**src/rtl/mux_rr_arbiter.sv**
```systemverilog
// Round-robin arbiter for the shared 4:1 bit mux.
// Grants one requester at a time, drives Sel and registers the selected bit.
module mux_rr_arbiter #(
  parameter int HOLD = 8,
  parameter int CW   = 8
) (
  input  logic       Clk,
  input  logic       Rst,
  input  logic [3:0] Req,
  input  logic [3:0] Ent,
  output logic [3:0] Gnt,
  output logic [1:0] Sel,
  output logic       Busy,
  output logic       Sal,
  output logic       Vld
);

  localparam logic [0:0] IDLE  = 1'b0;
  localparam logic [0:0] GRANT = 1'b1;

  localparam logic [CW-1:0] LAST = CW'(HOLD - 1);

  logic [0:0]    state;
  logic [1:0]    ptr;
  logic [CW-1:0] cnt;

  logic [1:0] base;
  logic [1:0] idx;
  logic [1:0] win;
  logic       found;
  logic       rel;

  assign Busy = |Gnt;

  // During a grant the search starts just past the current holder.
  always_comb begin
    rel   = (state == GRANT) && (!Req[Sel] || cnt == LAST);
    base  = (state == GRANT) ? Sel + 2'd1 : ptr;
    found = 1'b0;
    win   = 2'd0;
    idx   = 2'd0;
    for (int k = 0; k < 4; k++) begin
      idx = base + 2'(k);
      if (!found && Req[idx]) begin
        found = 1'b1;
        win   = idx;
      end
    end
  end

  always_ff @(posedge Clk or posedge Rst) begin
    if (Rst) begin
      state <= IDLE;
      ptr   <= 2'd0;
      cnt   <= '0;
      Gnt   <= 4'b0000;
      Sel   <= 2'd0;
    end else begin
      unique case (state)
        IDLE: begin
          if (found) begin
            Gnt   <= 4'b0001 << win;
            Sel   <= win;
            cnt   <= '0;
            state <= GRANT;
          end
        end
        GRANT: begin
          if (rel) begin
            ptr <= Sel + 2'd1;
            cnt <= '0;
            if (found) begin
              Gnt <= 4'b0001 << win;
              Sel <= win;
            end else begin
              Gnt   <= 4'b0000;
              state <= IDLE;
            end
          end else begin
            cnt <= cnt + 1'b1;
          end
        end
        default: state <= IDLE;
      endcase
    end
  end

  always_ff @(posedge Clk or posedge Rst) begin
    if (Rst) begin
      Vld <= 1'b0;
      Sal <= 1'b0;
    end else begin
      Vld <= Busy;
      Sal <= Busy ? Ent[Sel] : 1'b0;
    end
  end

endmodule

```
**config.mk**
```make
export PLATFORM = sky130hd
export DESIGN_NAME = mux_rr_arbiter
export DESIGN_NICKNAME = d
export VERILOG_FILES = /design/src/rtl/mux_rr_arbiter.sv
export SDC_FILE = /design/constraint.sdc
export NUM_CORES = 1
export LEC_CHECK = 0
export CORE_MARGIN = 4
export CORE_UTILIZATION = 60
export DETAILED_ROUTE_END_ITERATION = 6
export DONT_BUFFER_PORTS = 1
export PLACE_DENSITY = 0.85
export SKIP_LAST_GASP = 1
export SYNTH_ARGS = -nofsm -noshare
export SYNTH_HDL_FRONTEND = slang
export SYNTH_SLANG_ARGS = --single-unit
```
**constraint.sdc**
```tcl
create_clock -name Clk -period 2.4 [get_ports Clk]
set_input_delay 0.24 -clock Clk [delete_from_list [all_inputs] [get_ports Clk]]
set_output_delay 0.24 -clock Clk [all_outputs]
set_load 0.1 [all_outputs]
```
==> flow_metrics.py <==
metrics = {
    "status": {
        "outcome": "finished, final reports clean",
    },
    "drt": {
        "drc_errors": 0,
        "drt-initial-drc-count": 30,
        "postRouteWirelength_mm": 2.09,
        "wirelength_met1_um": 931,
        "ant_nets": 0,
        "num_vias": 829,
        "top_layer": "met4",
        "drt-vias-per-instance": 6.43,
        "met2_length_mm": 1.02,
        "wl_per_cell_um": 16.2,
        "wl_met3_um": 109,
        "firstDrtPassIters": 4,
    },
    "placed_design": {
        "dp_cells": 124,
        "gp_congestion": 0.829,
        "placed_area_um2": 1100,
        "port_buffers": 0,
        "place_hpwl_mm": 1.59,
    },
    "sta": {
        "finalHoldViolCount": 0,
        "finalSetupViolCount": 0,
        "fmax_mhz": 514,
        "worst_pin_slew_ns": 0.963,
        "fin_worst_skew_ns": 0.00959,
        "period_minus_slack_ns": 1.94,
        "drv_slew": 0,
        "max_slew_margin_pct": 35.8,
        "period_share_pct": 81.0,
        "final.setup.tns_ns": 0,
        "rsz0062_at_grt": "false",
        "whs_ns": 0.187,
    },
    "worst_setup_path": {
        "critPathMaxStageDelay_ns": 1.00,
        "end_kind": "output port",
        "worstSetupPathType": "reg -> out",
        "crit_path_start": "Gnt[3]",
        "worst-r2r-cell-count": 5,
        "start_kind": "flop",
        "regToRegSetupSlack_ns": 0.46,
        "crit_slowest_cell": "or4_1",
        "timing.rr.start": "state",
        "cp_top_family": "simple AND/OR/NAND/NOR gates",
        "r2r_end": "Sel[1]",
        "required_ns": 2.16,
        "critPathArrivalTime_ns": 1.70,
        "cp_max_fo": 3,
        "path_buf_inv": 0,
        "path_cells": "or4_1",
    },
    "clock_tree": {
        "cts_tree": "yes",
        "clk_pin_slew_ns": 0.11,
        "cts_buffers": 3,
        "cts_sinks": 19,
        "clockBufferDepth": 2,
        "postCtsSetupBuffers": 0,
        "cts_max_level": 1,
        "cts-resized-gates": 0,
        "root_buffer": "clkbuf_4",
        "clock_latency_ns": 0.30,
    },
    "yosys": {
        "ys_types": 40,
        "synth_top_area_share_pct": 45.2,
        "syn_area_per_cell_um2": 10.1,
        "yosys.area.top_type": "dfrtp_1",
        "synth_area_leaders": "dfrtp_1, o21ai_0, mux4_1",
        "ys_ff_latch": 19,
        "yosysWarnings": 0,
        "synth_fp_nets": 115,
        "seq_area_frac_synth_pct": 45.2,
        "synth_area_um2": 1050,
        "syn_inst": 104,
    },
    "job": {
        "drv_cap": 0,
    },
    "min_path": {
        "hold_start": "Req[2]",
        "worstHoldPathCells": 2,
        "hp-class": "in -> reg",
        "min_to": "state",
    },
    "global_route": {
        "grt_usage_pct": 18.4,
        "grt_start_max_net_pins": 20,
        "grt_pass1_wl_mm": 3.55,
        "antenna_found_initial": 0,
        "grt_pass1_vias": 834,
        "globalRouteOverflowTotal": 0,
    },
    "final_layout": {
        "syn_to_final_growth_pct": 8.32,
        "design_area_um2": 1140,
        "fin_nets": 125,
        "final_cells": 129,
        "drive_gt1_share_pct": 15.0,
        "diodes": 0,
    },
    "floorplan": {
        "num_rows": 14,
        "die_w_um": 49.9,
        "die_height_um": 49.9,
        "design.die.area_um2": 2490,
        "start_util_pct": 66.7,
        "core_area_um2": 1580,
        "ioPinCount": 19,
    },
}
-- cells in the final DEF (no fill, tap or decap), types with 3 or more instances in the layout --
cell type / n
clkbuf_4: 3
nor2b_1: 3
o21ai_0: 12
inv_1: 7
a21oi_1: 3
dfrtp_1: 18
nand2_1: 8
nor2_1: 4
buf_4: 7
nand3_1: 4
mux2_2: 3
-- worst reg2reg max path, cell delays in order, from the launching register on --
cell,delay (ns)
dfrtp_1,0.51
nor2b_1,0.20
o21ai_0,0.18
a21oi_1,0.10
a211oi_1,0.61
mux2_2,0.29
-- area by class of cell --
class	instances	area (um2)
Fill cell	111	437
Clock inverter	1	5.00
Tap cell	16	20.0
Timing Repair Buffer	8	62.6
Sequential cell	19	477
Multi-Input combinational cell	75	527
Inverter	7	26.3
Clock buffer	3	22.5
-- timing repair --
action                     4_1_cts  5_1_grt
hold buffers                     1        0
hold endpoints to repair        19        0
setup endpoints to repair        0        0
-- per-stage QoR --
step,setup slack (ns),utilization [%]
2_1_floorplan,0.0216,-
4_1_cts,0.452,72.3
6_report,0.456,72.3
3_3_place_gp,0.541,69.9
5_1_grt,0.282,72.3
3_5_place_dp,0.493,69.9
-- flip-flops by register name, indices dropped and copies added, names as in the netlist --
name,cells
Gnt,4
Sal,1
Sel,2
Vld,1
cnt,8
ptr,2
state,1
-- cells by family (layout without fill, tap and decap cells) --
family	Yosys count	count (layout)	share of synthesized area (%)
simple gates	35	35	18.0
compound gates	30	30	19.3
flops	19	19	45.2
buf+inv	10	19	4.76
mux	6	6	9.16
xor+xnor	3	3	2.50
fa+ha+maj	1	1	1.19
-- layer usage --
metal  global-route usage [%]  up-vias
li1                         -      403
met1                     22.1      398
met5                        0        -
met3                     4.22        5
met4                     9.22        0
met2                     30.6       23
-- cell usage after synthesis --
master,instances
dfrtp_1,19
o21ai_0,12
nand2_1,8
inv_1,7
nand3_1,4
nor2_1,4
a21oi_1,3
mux2_2,3
nor2b_1,3
a22o_1,2
a32o_1,2
and2_1,2
and3_1,2
mux4_1,2
nor3_1,2
nor3b_1,2
o31ai_1,2
or4_1,2
xor2_1,2
a211oi_1,1
a21boi_2,1
a21o_1,1
a221oi_1,1
a311o_1,1
a311oi_1,1
a31oi_1,1
and2_0,1
buf_2,1
buf_4,1
buf_6,1
ha_1,1
mux2i_1,1
nand2b_1,1
nand4_1,1
nor4b_1,1
o22ai_1,1
o32ai_1,1
or2_2,1
or3_1,1
xnor2_1,1
-- how the worst max path moves through the flow --
stage | to | slack [ns] | cells after the start
6_report | Busy | 0.46 | 1
2_1_floorplan | Sel[1] | 0.02 | 6
3_3_place_gp | cnt[6] | 0.54 | 7
5_1_grt | Sel[1] | 0.28 | 5
4_1_cts | Busy | 0.45 | 1
3_5_place_dp | cnt[6] | 0.49 | 7
Power is not shown: default switching activity piles up to over one toggle a cycle in this logic, so the estimate is an artifact.
